### config.mk
export PLATFORM = sky130hd
export DESIGN_NAME = if_program_loader
export DESIGN_NICKNAME = d
export VERILOG_FILES = /design/src/rtl/if_program_loader.sv
export SDC_FILE = /design/constraint.sdc
export NUM_CORES = 1
export LEC_CHECK = 0
export ABC_AREA = 1
export CAP_MARGIN = 30
export CORE_ASPECT_RATIO = 0.5
export CORE_MARGIN = 8
export CORE_UTILIZATION = 57
export CTS_CLUSTER_SIZE = 20
export DETAILED_ROUTE_END_ITERATION = 7
export HOLD_SLACK_MARGIN = 0.02
export PLACE_DENSITY = 0.92
export SLEW_MARGIN = 0
export SYNTH_ARGS = -nofsm -noshare
export SYNTH_HDL_FRONTEND = slang
export SYNTH_SLANG_ARGS = --single-unit
### constraint.sdc
create_clock -name i_clk -period 4.95 [get_ports i_clk]
set_input_delay 0.495 -clock i_clk [delete_from_list [all_inputs] [get_ports i_clk]]
set_output_delay 0.495 -clock i_clk [all_outputs]
set_load 0.02 [all_outputs]
### src/rtl/if_program_loader.sv
// ==== if_program_loader : byte stream -> big-endian words -> IMEM write port (rev 1.0) ====
`default_nettype none

module if_program_loader #(
  parameter int                 NB_ADDR     = 32,
  parameter int                 NB_INST     = 32,
  parameter int                 NB_ROM_SIZE = 10,
  parameter int                 ADDR_STEP   = 4,
  parameter logic [NB_INST-1:0] HALT_WORD   = 32'hFFFF_FFFF
) (
  input  logic                   i_clk,
  input  logic                   i_reset,
  input  logic                   i_start,
  input  logic [7:0]             i_rx_data,
  input  logic                   i_rx_valid,
  output logic                   o_write,
  output logic [NB_ADDR-1:0]     o_address,
  output logic [NB_INST-1:0]     o_instruction,
  output logic                   o_busy,
  output logic                   o_done,
  output logic                   o_error,
  output logic [NB_ROM_SIZE:0]   o_word_count
);

  typedef enum logic [1:0] {
    ST_IDLE  = 2'd0,
    ST_LOAD  = 2'd1,
    ST_DONE  = 2'd2,
    ST_ERROR = 2'd3
  } state_t;

  // Last address that still fits a full word; compared before incrementing so no wrap.
  localparam logic [NB_ADDR-1:0]   ADDR_LIMIT = NB_ADDR'(2**NB_ROM_SIZE - ADDR_STEP);
  localparam logic [NB_ADDR-1:0]   ADDR_INC   = NB_ADDR'(ADDR_STEP);
  localparam logic [NB_ROM_SIZE:0] CNT_ONE    = 1;

  state_t                 state_q, state_d;
  logic [1:0]             byte_cnt_q, byte_cnt_d;
  logic [NB_INST-9:0]     shift_q, shift_d;
  logic [NB_ADDR-1:0]     next_addr_q, next_addr_d;
  logic                   write_q, write_d;
  logic [NB_ADDR-1:0]     address_q, address_d;
  logic [NB_INST-1:0]     instruction_q, instruction_d;
  logic [NB_ROM_SIZE:0]   word_count_q, word_count_d;
  logic [NB_INST-1:0]     word_w;

  // The fourth byte is appended directly, so the word is written the cycle after it arrives.
  assign word_w = {shift_q, i_rx_data};

  always_comb begin
    state_d       = state_q;
    byte_cnt_d    = byte_cnt_q;
    shift_d       = shift_q;
    next_addr_d   = next_addr_q;
    write_d       = 1'b0;
    address_d     = address_q;
    instruction_d = instruction_q;
    word_count_d  = word_count_q;

    case (state_q)
      ST_LOAD: begin
        if (i_rx_valid) begin
          byte_cnt_d = byte_cnt_q + 2'd1;
          shift_d    = word_w[NB_INST-9:0];
          if (byte_cnt_q == 2'd3) begin
            if (next_addr_q <= ADDR_LIMIT) begin
              write_d       = 1'b1;
              address_d     = next_addr_q;
              instruction_d = word_w;
              next_addr_d   = next_addr_q + ADDR_INC;
              word_count_d  = word_count_q + CNT_ONE;
              if (word_w == HALT_WORD) begin
                state_d = ST_DONE;
              end
            end else begin
              state_d = ST_ERROR;
            end
          end
        end
      end
      default: begin
        if (i_start) begin
          state_d      = ST_LOAD;
          byte_cnt_d   = 2'd0;
          shift_d      = '0;
          next_addr_d  = '0;
          word_count_d = '0;
        end
      end
    endcase
  end

  always_ff @(posedge i_clk) begin
    if (i_reset) begin
      state_q       <= ST_IDLE;
      byte_cnt_q    <= 2'd0;
      shift_q       <= '0;
      next_addr_q   <= '0;
      write_q       <= 1'b0;
      address_q     <= '0;
      instruction_q <= '0;
      word_count_q  <= '0;
    end else begin
      state_q       <= state_d;
      byte_cnt_q    <= byte_cnt_d;
      shift_q       <= shift_d;
      next_addr_q   <= next_addr_d;
      write_q       <= write_d;
      address_q     <= address_d;
      instruction_q <= instruction_d;
      word_count_q  <= word_count_d;
    end
  end

  assign o_write       = write_q;
  assign o_address     = address_q;
  assign o_instruction = instruction_q;
  assign o_busy        = (state_q == ST_LOAD);
  assign o_done        = (state_q == ST_DONE);
  assign o_error       = (state_q == ST_ERROR);
  assign o_word_count  = word_count_q;

endmodule

`default_nettype wire

==> impl_metrics.tcl, run 1 <==
set metrics [dict create \
    endpoint_kind "flop" \
    first_pass_iters 5 \
    min_period_over_period_pct 66.1 \
    yosysSeqAreaShare_pct 50.1 \
    first_iter_violations 479 \
    ys.flop_type "dfxtp_1" \
    postCtsSetupBuffers 0 \
    cts_buffers 17 \
    peakVddDrop_mv 0.282 \
    min_from "o_address[11]" \
    synth_top_area_share_pct 50.1 \
    antenna_cells 0 \
    vias 4750 \
    finalPower_mw 2.52 \
    slowest_stage "nor2_4" \
    drt_drc_violations_left 0 \
    ys_ff_latch 132 \
    setup_violations 0 \
    final-max-slew-violation-count 0 \
    num_rows 24 \
    hold_viol 0 \
    area_growth_pct 27.3 \
    start_kind "flop" \
    wl_per_cell_um 15.5 \
    grt_overflow 0 \
    cp_slowest_stage_delay_ns 0.78 \
    clock_sinks 132 \
    core_region_area_um2 8860 \
    synthArstFlopShare_pct 0 \
    track_usage_pct 20.7 \
    fp.dieW_um 152 \
    pwr_density_cell_nw_per_um2 374 \
    synth_cells 659 \
    wl_um 13300 \
    maxSlewHeadroom_pct 31.8 \
    finalWorstSetupSlack_ns 1.68 \
    gp_congestion 0.830 \
    viasPerCell 5.54 \
    clkTransAtPathRegs_ns 0.06 \
    crit_family "simple AND/OR/NAND/NOR gates" \
    cts_htree_levels 4 \
    critPathKind "flop to flop" \
    dp.final_hpwl_um 8070 \
    reg2reg_from "next_addr_q[2]" \
    fin_setup_tns_ns 0 \
    yosysMostFrequentCell "dfxtp_1" \
    synth.avg_cell_area_um2 8.00 \
    root_buffer "clkbuf_16" \
    synth_edf_count 0 \
    seq_area_um2 2640 \
    drv_cap 0 \
    multi_input_area_um2 2250 \
    io_pins 91 \
    grt_pass1_vias 4498 \
    insertion_delay_ns 0.42 \
    grt_max_degree 83 \
    max_freq_mhz 306 \
    ctsLongestPathBuffers 2 \
    cts_resized 0 \
    drive_gt1_share_pct 9.19 \
    nets 743 \
    cts_hold_buf 0 \
    syn_area_um2 5280 \
    finClkSkew_ns 0.00418 \
    fin_util_pct 75.8 \
    grt_pass1_wl_um 21700 \
    synth_area_leaders "dfxtp_1 50%, nand2_1 8.5%, a21oi_1 8.2%, nor2_1 6.4%, nor3b_2 4.5%" \
    fin_crit_ns 3.27 \
    final.fill_count 586 \
    power.static_leakage_nw 2.56 \
    netlist_top_cells_count "132 x dfxtp_1, 120 x nand2_1, 90 x nor2_1, 86 x a21oi_1, 43 x nand3_1" \
    cts_tree "yes" \
    crit_fanout 82 \
    synth_top_area_cell "dfxtp_1" \
    rsz0062_at_grt "no" \
    critPathRequiredTime_ns 5.29 \
    dieArea_um2 12800 \
    yosysWarnings 0 \
    cp_cell_sequence "ha_1 -> nand2_2 -> nor2_4 -> nand3_1 -> nand2_1 -> nor2_4 -> nand2_8 -> nand2_4 -> nand2_1 -> a21oi_1" \
    netlist-cell-type-count 33 \
    pre_cts_ws_ns 1.77 \
    fin_hold_ws_ns 0.458 \
    crit_buf_inv 0 \
    max_slew.worst_pin.slew_ns 1.02 \
    status "finished clean" \
    ant_nets 0 \
    crit_arrival_ns 3.61 \
    port-buffer-count 88 \
    antenna_found_initial 0 \
    hp-class "flop to flop" \
    critPathLaunch "next_addr_q[2]" \
    start_util_pct 59.5 \
    die_y_um 84.0 \
]
==> per-layer routing <==
layer | global-route usage, % | part of all wire [%] | routed length [µm]
met2 | 35.1 | 49 | 6460
met5 | 0 | 0 | 0
met3 | 7.08 | 7.0 | 926
met1 | 23.6 | 42 | 5620
met4 | 8.64 | 2.2 | 294
==> state kept, by name (all words and copies together), names as in the netlist <==
signal / flops
state_q: 2
byte_cnt_q: 2
o_write: 1
shift_q: 24
o_word_count: 11
next_addr_q: 30
o_address: 30
o_instruction: 32
==> final cells by class <==
cell class / count / share of cell area (%)
Clock inverter: 13 / 2.72
Inverter: 42 / 2.35
Multi-Input combinational cell: 444 / 33.6
Tap cell: 117 / 2.18
Clock buffer: 19 / 6.59
Timing Repair Buffer: 90 / 13.3
Sequential cell: 132 / 39.3
==> final timing paths <==
check                     end  slack [ns]  cells after the start
max          o_word_count[10]        1.68                     10
min reg2reg     o_address[11]        0.46                      2
max reg2reg  o_word_count[10]        1.68                     10
min             o_address[11]        0.46                      2
==> worst reg2reg max path, cell delays in order (launching register included) <==
cell     delay, ns
dfxtp_1       0.37
ha_1          0.25
nand2_2       0.10
nor2_4        0.05
nand3_1       0.09
nand2_1       0.09
nor2_4        0.78
nand2_8       0.51
nand2_4       0.66
nand2_1       0.12
a21oi_1       0.17
==> cells in the final DEF, fill, tap and decap left out, types with 3 or more instances in the layout <==
cell             netlist  routed
a21oi_1               86      86
bufinv_16              0       4
clkbuf_16              0      17
clkdlybuf4s50_1        0      87
clkinv_2               0       3
clkinvlp_4             0       4
dfxtp_1              132     132
ha_1                   4       4
inv_1                 38      38
inv_2                  3       3
nand2_1              120     120
nand2_2                3       3
nand3_1               43      43
nand4_1                8       8
nor2_1                90      90
nor3_1                 4       4
nor3b_2               19      19
o21ai_0               41      41
xnor2_1                3       3
xor2_1                 7       7
==> per-stage QoR <==
stage	cell area [µm²]	instances
after global routing	6720	857
after CTS	6720	857
after floorplan	5280	660
after detailed placement	6090	825
after global placement	6090	825
final	6720	857
==> power by group <==
| part | internal [mW] | total, mW | switching (mW) |
|---|---|---|---|
| Sequential | 1.07 | 1.08 | 0.00761 |
| Clock | 0.853 | 1.33 | 0.472 |
| Combinational | 0.0252 | 0.114 | 0.0885 |
==> logic make-up (layout without fill, tap and decap cells) <==
logic type | after synthesis | count (layout) | share of synthesized area (%)
DFF | 132 | 132 | 50.1
adders and majority gates | 4 | 4 | 0.949
buffers and inverters | 84 | 164 | 7.23
other | 1 | 2 | 0.0711
AOI/OAI and AO/OA | 130 | 130 | 12.4
xor gates and xnor gates | 10 | 10 | 1.66
and+or+nand+nor | 298 | 298 | 27.6
Power figures use the tool's default switching activity.
==> run 2, diff against run 1 <==
--- a/config.mk
+++ b/config.mk
@@ -9,11 +9,11 @@
 export CAP_MARGIN = 30
 export CORE_ASPECT_RATIO = 0.5
 export CORE_MARGIN = 8
-export CORE_UTILIZATION = 57
+export CORE_UTILIZATION = 47
 export CTS_CLUSTER_SIZE = 20
 export DETAILED_ROUTE_END_ITERATION = 7
 export HOLD_SLACK_MARGIN = 0.02
-export PLACE_DENSITY = 0.92
+export PLACE_DENSITY = 0.82
 export SLEW_MARGIN = 0
 export SYNTH_ARGS = -nofsm -noshare
 export SYNTH_HDL_FRONTEND = slang
==> constraint.sdc (replaced) <==
create_clock -name i_clk -period 2.7 [get_ports i_clk]
set_input_delay 0.27 -clock i_clk [delete_from_list [all_inputs] [get_ports i_clk]]
set_output_delay 0.27 -clock i_clk [all_outputs]
set_load 0.02 [all_outputs]
==> run 2 against run 1 <==
  * Core utilization decreased by 14 points
  * Global-route usage decreased by 4.0 points
  * Routed wire length decreased by 4.3%
  * Final area increased by 1.1%
  * Largest power group unchanged
  * First-iteration DRC count decreased by 44%
  * Sequential share of layout area decreased by 0.43 points
  * Critical path type unchanged
  * Sequential cell count unchanged
  * Sequential power increased by 82%
  * Register-to-register slack got worse by 1.2 ns
  * Total power increased by 81%
  * Clock-buffer cell count unchanged
==> impl_metrics.tcl, run 2 (same netlist as run 1, synthesis figures left out) <==
set metrics [dict create \
    status "finished clean" \
    cts_tree "yes" \
    critPathKind "flop to flop" \
    cts_hold_buf 0 \
    cp_cell_sequence "ha_1 -> nand2_2 -> nor2_4 -> nand3_1 -> nand2_1 -> nor2_4 -> nand2_8 -> nand2_4 -> nand2_1 -> a21oi_1" \
    finalWorstSetupSlack_ns 0.495 \
    track_usage_pct 16.7 \
    final.fill_count 906 \
    grt_pass1_wl_um 21200 \
    num_rows 27 \
    dp.final_hpwl_um 8000 \
    viasPerCell 5.15 \
    vias 4582 \
    fin_hold_ws_ns 0.454 \
    cts_htree_levels 4 \
    crit_buf_inv 0 \
    finClkSkew_ns 0.00908 \
    slowest_stage "dfxtp_1" \
    final_cell_mix "132 x dfxtp_1, 120 x nand2_1, 90 x nor2_1, 87 x clkdlybuf4s50_1, 86 x a21oi_1" \
    final_common_cell "dfxtp_1" \
    grt_overflow 0 \
    gp_congestion 0.843 \
    cts_resized 0 \
    clock_sinks 132 \
    clkTransAtPathRegs_ns 0.06 \
    grt_pass1_vias 4354 \
    io_pins 91 \
    pre_cts_ws_ns 0.545 \
    core_region_area_um2 11000 \
    maxSlewHeadroom_pct 48.4 \
    largest_register_ffs 32 \
    critPathRequiredTime_ns 2.95 \
    finalPower_mw 4.57 \
    endpoint_kind "flop" \
    max_slew.worst_pin.slew_ns 0.774 \
    dieArea_um2 15100 \
    antenna_found_initial 0 \
    ant_nets 0 \
    drv_cap 0 \
    wl_per_cell_um 14.3 \
    crit_fanout 49 \
    max_freq_mhz 453 \
    grt_max_degree 65 \
    start_kind "flop" \
    peakVddDrop_mv 0.471 \
    hold_viol 0 \
    fp.dieW_um 166 \
    crit_family "simple AND/OR/NAND/NOR gates" \
    start_util_pct 48.0 \
    antenna_cells 0 \
    cts_buffers 17 \
    die_y_um 90.9 \
    ctsLongestPathBuffers 2 \
    wl_um 12700 \
    final-max-slew-violation-count 0 \
    first_pass_iters 5 \
    crit_arrival_ns 2.46 \
    rsz0062_at_grt "no" \
    drive_gt1_share_pct 9.80 \
    drt_drc_violations_left 0 \
    root_buffer "clkbuf_16" \
    area_growth_pct 28.7 \
    setup_violations 0 \
    hp-class "flop to flop" \
    fin_setup_tns_ns 0 \
    pwr_density_cell_nw_per_um2 672 \
    power.static_leakage_nw 2.58 \
    postCtsSetupBuffers 0 \
    cp_slowest_stage_delay_ns 0.44 \
    min_period_over_period_pct 81.7 \
    nets 748 \
    fin_crit_ns 2.21 \
    insertion_delay_ns 0.41 \
    port-buffer-count 88 \
    first_iter_violations 270 \
]
-- run 2: cell count changes in the layout (fill, tap and decap cells not counted) --
cell,before,now
inv_6,0,5
buf_4,2,6
clkinv_2,3,1
clkinvlp_4,4,2
buf_12,0,1
bufinv_16,4,3
clkinv_1,1,2
inv_1,38,37
-- run 2: worst paths after layout --
check	startpoint	endpoint	slack, ns	depth (start not counted)
hold / removal	o_address[25]	o_address[25]	0.45	2
setup / recovery	next_addr_q[2]	next_addr_q[9]	0.49	10
hold reg to reg	o_address[25]	o_address[25]	0.45	2
setup reg to reg	next_addr_q[2]	next_addr_q[9]	0.49	10
-- run 2: per-layer routing --
metal,part of all wire [%],GRT usage [%],vias to the layer above,wire (µm)
met2,48,28.1,147,6150
li1,-,-,2295,-
met1,45,20.2,2114,5720
met4,1.9,8.11,0,239
met5,0,0,-,0
met3,4.8,3.62,26,615
-- run 2: layout make-up --
class	count	area, µm²	share of cell area [%]
repair buffers	95	941	13.9
inverters	42	158	2.32
well taps	145	181	2.67
flip-flops and latches	132	2640	38.9
multi-input cells	444	2250	33.2
clock buffers	19	443	6.52
clock inverters	13	171	2.52
-- run 2: through the flow --
step | cells | area [µm²] | utilization, %
6_report | 890 | 6790 | 61.9
5_1_grt | 890 | 6790 | 61.9
4_1_cts | 890 | 6790 | 61.9
3_5_place_dp | 858 | 6180 | 56.3
3_3_place_gp | 858 | 6180 | 56.3
2_1_floorplan | 660 | 5280 | -
-- run 2: worst reg2reg max path, stage by stage, from the launching register on --
cell	delay [ns]
dfxtp_1	0.44
ha_1	0.23
nand2_2	0.09
nor2_4	0.15
nand3_1	0.09
nand2_1	0.12
nor2_4	0.06
nand2_8	0.24
nand2_4	0.37
nand2_1	0.18
a21oi_1	0.08
-- run 2: report_power, final --
group	internal (mW)	total (mW)	switching (mW)
clock network	1.49	2.38	0.885
registers	1.96	1.97	0.0122
logic	0.0524	0.217	0.164
